===== config.mk =====
export PLATFORM = sky130hd
export DESIGN_NAME = apb_master
export DESIGN_NICKNAME = d
export VERILOG_FILES = /design/src/rtl/apb_master.sv
export SDC_FILE = /design/constraint.sdc
export NUM_CORES = 1
export LEC_CHECK = 0
export CAP_MARGIN = 20
export CORE_MARGIN = 5
export CORE_UTILIZATION = 24
export DETAILED_ROUTE_END_ITERATION = 8
export GPL_TIMING_DRIVEN = 0
export SLEW_MARGIN = 20
export SYNTH_ARGS = -nofsm -noshare
export SYNTH_HDL_FRONTEND = slang
export SYNTH_SLANG_ARGS = --single-unit

===== constraint.sdc =====
create_clock -name i_clk -period 2.1 [get_ports i_clk]
set_input_delay 0.42 -clock i_clk [delete_from_list [all_inputs] [get_ports i_clk]]
set_output_delay 0.42 -clock i_clk [all_outputs]
set_load 0.01 [all_outputs]

===== src/rtl/apb_master.sv =====
// Single-outstanding APB requester: valid/ready command in, APB SETUP/ACCESS out, valid/ready response back.
// Optional ACCESS timeout is enabled by defining APB_MASTER_TIMEOUT_EN.
module apb_master #(
    parameter int ADDR_WIDTH     = 32,
    parameter int DATA_WIDTH     = 32,
    parameter int TIMEOUT_CYCLES = 16
) (
    input  logic                  i_clk,
    input  logic                  i_reset,
    // Both ports use the same handshake: a beat transfers on the rising edge where valid && ready;
    // the producer holds valid and payload steady until then, the consumer may drive ready freely.
    input  logic                  i_cmd_valid,
    output logic                  o_cmd_ready,
    input  logic                  i_cmd_write,
    input  logic [ADDR_WIDTH-1:0] i_cmd_addr,
    input  logic [DATA_WIDTH-1:0] i_cmd_wdata,
    output logic                  o_rsp_valid,
    input  logic                  i_rsp_ready,
    output logic [DATA_WIDTH-1:0] o_rsp_rdata,
    output logic                  o_rsp_err,
    output logic [ADDR_WIDTH-1:0] PADDR,
    output logic                  PWRITE,
    output logic [DATA_WIDTH-1:0] PWDATA,
    output logic                  PSELx,
    output logic                  PENABLE,
    input  logic [DATA_WIDTH-1:0] PRDATA,
    input  logic                  PREADY,
    input  logic                  PSLVERR,
    output logic [1:0]            o_dbg_state
);

    typedef enum logic [1:0] {
        ST_IDLE   = 2'd0,
        ST_SETUP  = 2'd1,
        ST_ACCESS = 2'd2,
        ST_RESP   = 2'd3
    } state_t;

    if (TIMEOUT_CYCLES < 1 || TIMEOUT_CYCLES > 65535) begin : g_bad_timeout
        $error("apb_master: TIMEOUT_CYCLES must be in 1..65535");
    end

    state_t                r_state;
    state_t                w_next_state;
    logic [ADDR_WIDTH-1:0] r_paddr;
    logic                  r_pwrite;
    logic [DATA_WIDTH-1:0] r_pwdata;
    logic [DATA_WIDTH-1:0] r_rsp_rdata;
    logic                  r_rsp_err;
    logic                  w_cmd_fire;
    logic                  w_access_done;
    logic                  w_timeout;

`ifdef APB_MASTER_TIMEOUT_EN
    localparam logic [15:0] TO_LAST = 16'(TIMEOUT_CYCLES - 1);
    logic [15:0] r_to_cnt;

    // Counts stalled ACCESS cycles; expiry is the stalled cycle that would make the count TIMEOUT_CYCLES.
    always_ff @(posedge i_clk) begin
        if (i_reset) begin
            r_to_cnt <= '0;
        end else if (r_state == ST_SETUP) begin
            r_to_cnt <= '0;
        end else if (r_state == ST_ACCESS && !PREADY && r_to_cnt != 16'hFFFF) begin
            r_to_cnt <= r_to_cnt + 16'd1;
        end
    end

    assign w_timeout = (r_state == ST_ACCESS) && !PREADY && (r_to_cnt == TO_LAST);
`else
    assign w_timeout = 1'b0;
`endif

    assign o_cmd_ready   = (r_state == ST_IDLE) && !i_reset;
    assign w_cmd_fire    = i_cmd_valid && o_cmd_ready;
    assign w_access_done = (r_state == ST_ACCESS) && (PREADY || w_timeout);

    always_ff @(posedge i_clk) begin
        if (i_reset) begin
            r_state <= ST_IDLE;
        end else begin
            r_state <= w_next_state;
        end
    end

    always_comb begin
        w_next_state = r_state;
        case (r_state)
            ST_IDLE:   if (w_cmd_fire)    w_next_state = ST_SETUP;
            ST_SETUP:                     w_next_state = ST_ACCESS;
            ST_ACCESS: if (w_access_done) w_next_state = ST_RESP;
            ST_RESP:   if (i_rsp_ready)   w_next_state = ST_IDLE;
            default:                      w_next_state = ST_IDLE;
        endcase
    end

    // Request fields load only on acceptance, so they stay frozen for SETUP and every ACCESS cycle.
    always_ff @(posedge i_clk) begin
        if (i_reset) begin
            r_paddr  <= '0;
            r_pwrite <= 1'b0;
            r_pwdata <= '0;
        end else if (w_cmd_fire) begin
            r_paddr  <= i_cmd_addr;
            r_pwrite <= i_cmd_write;
            r_pwdata <= i_cmd_wdata;
        end
    end

    // Completion without PREADY can only be a timeout: report an error with zero data.
    always_ff @(posedge i_clk) begin
        if (i_reset) begin
            r_rsp_rdata <= '0;
            r_rsp_err   <= 1'b0;
        end else if (w_access_done) begin
            r_rsp_rdata <= (PREADY && !r_pwrite) ? PRDATA : '0;
            r_rsp_err   <= PREADY ? PSLVERR : 1'b1;
        end
    end

    assign PADDR       = r_paddr;
    assign PWRITE      = r_pwrite;
    assign PWDATA      = r_pwdata;
    assign PSELx       = (r_state == ST_SETUP) || (r_state == ST_ACCESS);
    assign PENABLE     = (r_state == ST_ACCESS);
    assign o_rsp_valid = (r_state == ST_RESP);
    assign o_rsp_rdata = r_rsp_rdata;
    assign o_rsp_err   = r_rsp_err;
    assign o_dbg_state = r_state;

    a_req_stable: assert property (@(posedge i_clk) disable iff (i_reset)
        (r_state == ST_ACCESS) |-> ($stable(r_paddr) && $stable(r_pwrite) && $stable(r_pwdata)));

    a_setup_once: assert property (@(posedge i_clk) disable iff (i_reset)
        (r_state == ST_SETUP) |=> (r_state == ST_ACCESS));

endmodule


==> results.yml, run 1 <==
global_route:
  grt_overflow_total: 0
  grt_pass1_wl_mm: 22.3
  antenna_found_initial: 0
  grtUsageTotal_pct: 14.1
  grt_max_degree: 16
  first_global_vias: 4212
critical_path:
  path_class: "flip-flop to output pin"
  crit_slowest_cell: "clkdlybuf4s50_1"
  max_stage_delay_ns: 0.50
  reg2reg_depth: 5
  cp.depth: 3
  worstPathCellList: "inv_1 -> ha_1 -> clkdlybuf4s50_1"
  endpoint_kind: "output pin"
  worstPathArrival_ns: 1.55
  worstPathMaxFanout: 4
  worstPathRequired_ns: 1.68
  path_delay_family: "buffers and inverters"
  start_kind: "flip-flop"
  crit_buf_inv: 2
clock_network:
  clockRootBuffer: "clkbuf_16"
  clk_pin_slew_ns: 0.07
  cts_sinks: 100
  numCtsBuffers: 9
  cts-hold-fix-buffers: 0
  htreeDepth: 3
  clkLatencyLatePin_ns: 0.34
  cts_buffer_depth: 2
  tritoncts: "done"
cells_and_area:
  num_antenna_cells: 0
  layout-drive-gt1-share_pct: 12.9
  final_common_cell: "clkdlybuf4s50_1"
  stdcell_count: 892
  mostFrequentLayoutCells: "clkdlybuf4s50_1 (202), nand2_1 (161), dfxtp_1 (100), o21ai_2 (40), a21oi_1 (33)"
  area_delta_synth_final_pct: 65.4
  final_nets: 774
  filler_cell_count: 1683
floorplanning:
  fp.dieW_um: 138
  fp.dieH_um: 138
  num_rows: 47
  dieArea_um2: 19100
  core_um2: 16300
  initial_core_util_pct: 24.2
  io_pins: 207
detailed_routing:
  via_count: 3889
  ant_nets: 0
  viasPerCell: 4.36
  drt-initial-drc-count: 132
  wl_mm: 13.5
  wl_per_cell_um: 15.1
  first_pass_iters: 5
  drc: 0
place:
  numPortBuffers: 204
  dp.cells: 876
  routabilityCongestion: 0.788
  dp_hpwl_mm: 10.5
pwr:
  ir_drop_v: 0.000401
  power_density_nw_per_um2: 910
  leakagePower_nw: 2.33
timing:
  skew_ns: 0.00501
  finalSetupViolations: 0
  rsz0062_at_grt: "false"
  maxSlewViolCount: 0
  fmax_mhz: 508
  tns_ns: 0
  relSlewSlack_pct: 67.3
  post-route-period-util_pct: 93.8
  holdWs_ns: 0.279
  hold_viol: 0
  worst_slew_pin_slew_ns: 0.490
  period_needed_ns: 1.97
synthesis:
  synth_fp_nets: 559
  syn_area_per_cell_um2: 8.74
  netlist_area_um2: 3950
  yosysSeqAreaShare_pct: 50.7
  synth_cells: 452
  synth_cell_types: 23
  ys_seq_elements: 100
  ys_warn_count: 0
worst_hold_path:
  hold_path_depth: 2
  hold_class: "input port to flip-flop"
run:
  maxCapViolCount: 0
status:
  status: "completed"
-- registers in the layout (all words and copies together) (netlist names) --
name         flops
o_rsp_err        1
o_dbg_state      2
PWRITE           1
PADDR           32
PWDATA          32
o_rsp_rdata     32
-- layout make-up --
type / count / area (um^2) / share of cell area (%)
repair buffers: 204 / 2040 / 31.2
well taps: 220 / 275 / 4.21
multi-input cells: 310 / 1680 / 25.7
clock inverters: 6 / 30.0 / 0.460
flip-flops and latches: 100 / 2000 / 30.6
inverters: 3 / 11.3 / 0.172
clock buffers: 10 / 239 / 3.66
plain buffers: 39 / 259 / 3.96
-- path summary, 6_finish.rpt --
path                  start               to  slack [ns]
max          o_dbg_state[0]          PENABLE        0.13
max reg2reg  o_dbg_state[0]   o_dbg_state[0]        0.46
min                 i_reset  o_rsp_rdata[31]        0.28
min reg2reg       PWDATA[3]        PWDATA[3]        0.45
-- what timing repair did --
item	in CTS	in global routing
buffers inserted	0	0
gates resized for setup	2	0
setup endpoints to repair	2	0
-- metrics by stage --
stage	power [mW]	setup WS, ns	cell area, um^2	util [%]
finish	5.94	0.130	6540	40.0
global route	6.33	0.0368	6540	40.0
CTS	6.06	0.0855	6540	40.0
detailed placement	4.50	0.300	6270	38.3
global placement	4.45	0.305	6270	38.3
floorplan	3.34	0.477	3950	-
-- kinds of logic after synthesis --
group	after synthesis	share of synthesized area (%)
flops	100	50.7
buf+inv	42	6.84
fa+ha+maj	4	1.27
compound gates	99	16.5
mux	1	0.253
simple gates	206	24.5
-- metal layers --
layer / up-vias / global-route usage (%) / wire, um
li1: 1938 / - / -
met1: 1798 / 16.2 / 5740
met2: 141 / 23.3 / 6270
met3: 12 / 7.22 / 1300
met4: 0 / 3.69 / 175
met5: - / 0 / 0
-- where the power goes --
part | internal [mW] | total (mW) | switching [mW]
sequential | 2.23 | 2.42 | 0.191
combinational | 1.08 | 1.99 | 0.911
clock | 0.823 | 1.53 | 0.711
total | 4.13 | 5.94 | 1.81
-- Yosys cell counts (all sizes together) --
cell / count / area share, %
a21oi: 33 / 4.2
o21ai: 65 / 12
or4: 1 / 0.19
inv: 3 / 0.28
nand3: 1 / 0.13
dfxtp: 100 / 51
buf: 22 / 4.8
ha: 4 / 1.3
o211a: 1 / 0.25
nor3: 1 / 0.13
clkbuf: 17 / 1.7
nor2b: 4 / 0.63
and3b: 1 / 0.25
nand4b: 32 / 7.1
mux2i: 1 / 0.25
nand2: 166 / 16
(Power assumes the default switching activity.)
==> run 2, diff against run 1 <==
--- a/config.mk
+++ b/config.mk
@@ -14,3 +14,4 @@
 export SYNTH_ARGS = -nofsm -noshare
 export SYNTH_HDL_FRONTEND = slang
 export SYNTH_SLANG_ARGS = --single-unit
+export TNS_END_PERCENT = 5
==> constraint.sdc (replaced) <==
create_clock -name i_clk -period 1.78 [get_ports i_clk]
set_input_delay 0.356 -clock i_clk [delete_from_list [all_inputs] [get_ports i_clk]]
set_output_delay 0.356 -clock i_clk [all_outputs]
set_load 0.01 [all_outputs]
==> results.yml, run 2 (synthesized netlist as in run 1, its figures left out) <==
status:
  status: "completed"
global_route:
  grt_pass1_wl_mm: 22.3
  antenna_found_initial: 0
  grtUsageTotal_pct: 14.1
  first_global_vias: 4208
  grt_max_degree: 16
  grt_overflow_total: 0
clock_network:
  cts-hold-fix-buffers: 0
  postCtsSetupRepairBufs: 0
  numCtsBuffers: 9
  clkLatencyLatePin_ns: 0.34
  cts_resized: 11
  clockRootBuffer: "clkbuf_16"
  htreeDepth: 3
  clk_pin_slew_ns: 0.07
  cts_buffer_depth: 2
  tritoncts: "done"
  cts_sinks: 100
floorplanning:
  initial_core_util_pct: 24.2
  dieArea_um2: 19100
  fp.dieH_um: 138
  io_pins: 207
  core_um2: 16300
  fp.dieW_um: 138
  num_rows: 47
timing:
  period_needed_ns: 1.67
  rsz0062_at_grt: "true"
  skew_ns: 0.00494
  finalSetupViolations: 0
  maxSlewViolCount: 0
  relSlewSlack_pct: 66.9
  fin_ws_ns: 0.109
  worst_slew_pin_slew_ns: 0.496
  fmax_mhz: 598
  hold_viol: 0
  tns_ns: 0
  post-route-period-util_pct: 93.9
critical_path:
  worstPathRequired_ns: 1.42
  crit_buf_inv: 1
  path_delay_family: "buffers and inverters"
  worstPathCellList: "clkdlybuf4s50_1"
  crit_slowest_cell: "clkdlybuf4s50_1"
  reg2reg_from: "o_dbg_state[0]"
  start_kind: "flip-flop"
  rr_endpoint: "o_rsp_rdata[15]"
  max_stage_delay_ns: 0.56
  worstPathMaxFanout: 7
  worstPathArrival_ns: 1.31
  endpoint_kind: "output pin"
  rrSetupSlack_ns: 0.16
  path_class: "flip-flop to output pin"
  reg2reg_depth: 6
pwr:
  power_density_nw_per_um2: 1070
  leakagePower_nw: 2.34
  total_power_mw: 7.01
  ir_drop_v: 0.000473
place:
  post-place-ws_ns: 0.0442
  dp.cells: 876
  placed_area_um2: 6270
  routabilityCongestion: 0.788
  dp_hpwl_mm: 10.5
  numPortBuffers: 204
worst_hold_path:
  hold_class: "input port to flip-flop"
  hold_end: "o_rsp_rdata[31]"
  worstHoldStart: "i_reset"
  hold_path_depth: 2
cells_and_area:
  area_delta_synth_final_pct: 65.3
  filler_cell_count: 1684
  final_common_cell: "clkdlybuf4s50_1"
  final_nets: 774
  num_antenna_cells: 0
  stdcell_count: 892
  layout-drive-gt1-share_pct: 13.8
  fin_area_um2: 6530
  mostFrequentLayoutCells: "clkdlybuf4s50_1 (200), nand2_1 (161), dfxtp_1 (97), o21ai_2 (40), a21oi_1 (33)"
detailed_routing:
  highest-signal-layer: "met4"
  ant_nets: 0
  wl_per_cell_um: 15.1
  met1Wirelength_mm: 5.74
  met2WireLength_mm: 6.26
  first_pass_iters: 4
  viasPerCell: 4.36
  drc: 0
  drt-initial-drc-count: 110
  wl_mm: 13.5
  wl_met3_mm: 1.30
  via_count: 3886
run:
  maxCapViolCount: 0
## run 2: cell count changes in the layout (fill, tap and decap cells not counted)
| cell | delta |
|---|---|
| buf_2 | +1 |
| clkbuf_2 | +1 |
| clkdlybuf4s50_1 | -2 |
| dfxtp_1 | -3 |
| dfxtp_2 | +3 |
| ha_1 | -1 |
| ha_2 | +1 |
## run 2: metal layers
metal	up-vias	GRT usage, %
met5	-	0
met4	0	3.69
met3	12	7.22
met2	142	23.3
met1	1793	16.2
li1	1939	-
## run 2: area by class of cell
type	count	area (um^2)	share of cell area (%)
clock inverter	6	30.0	0.460
clock buffer	10	239	3.66
multi-input combinational	310	1680	25.7
sequential	100	2010	30.7
buffer	39	259	3.97
inverter	3	11.3	0.172
tap	220	275	4.21
timing repair buffer	204	2030	31.1
## run 2: worst max path at each step
stage / slack [ns] / cells after the start / endpoint / from
after global routing: -0.02 / 6 / o_rsp_rdata[22] / o_dbg_state[0]
after global placement: 0.05 / 5 / PWDATA[24] / i_cmd_valid
after floorplan: 0.16 / 5 / o_dbg_state[0] / o_dbg_state[0]
after CTS: 0.00003 / 4 / o_cmd_ready / o_dbg_state[0]
after detailed placement: 0.04 / 3 / PSELx / o_dbg_state[0]
final: 0.11 / 1 / PWRITE / PWRITE
## run 2: through the flow
| stage | hold WS (ns) | util [%] |
|---|---|---|
| 2_1_floorplan | 0.454 | - |
| 3_3_place_gp | 0.435 | 38.3 |
| 3_5_place_dp | 0.442 | 38.3 |
| 4_1_cts | 0.205 | 40.0 |
| 5_1_grt | 0.221 | 40.0 |
| 6_report | 0.216 | 40.0 |
## run 2: where the power goes
| part | switching (mW) | total [mW] | internal (mW) | leakage [nW] |
|---|---|---|---|---|
| clock network | 0.840 | 1.81 | 0.971 | 0.142 |
| registers | 0.225 | 2.86 | 2.64 | 0.818 |
| logic | 1.07 | 2.34 | 1.26 | 1.38 |
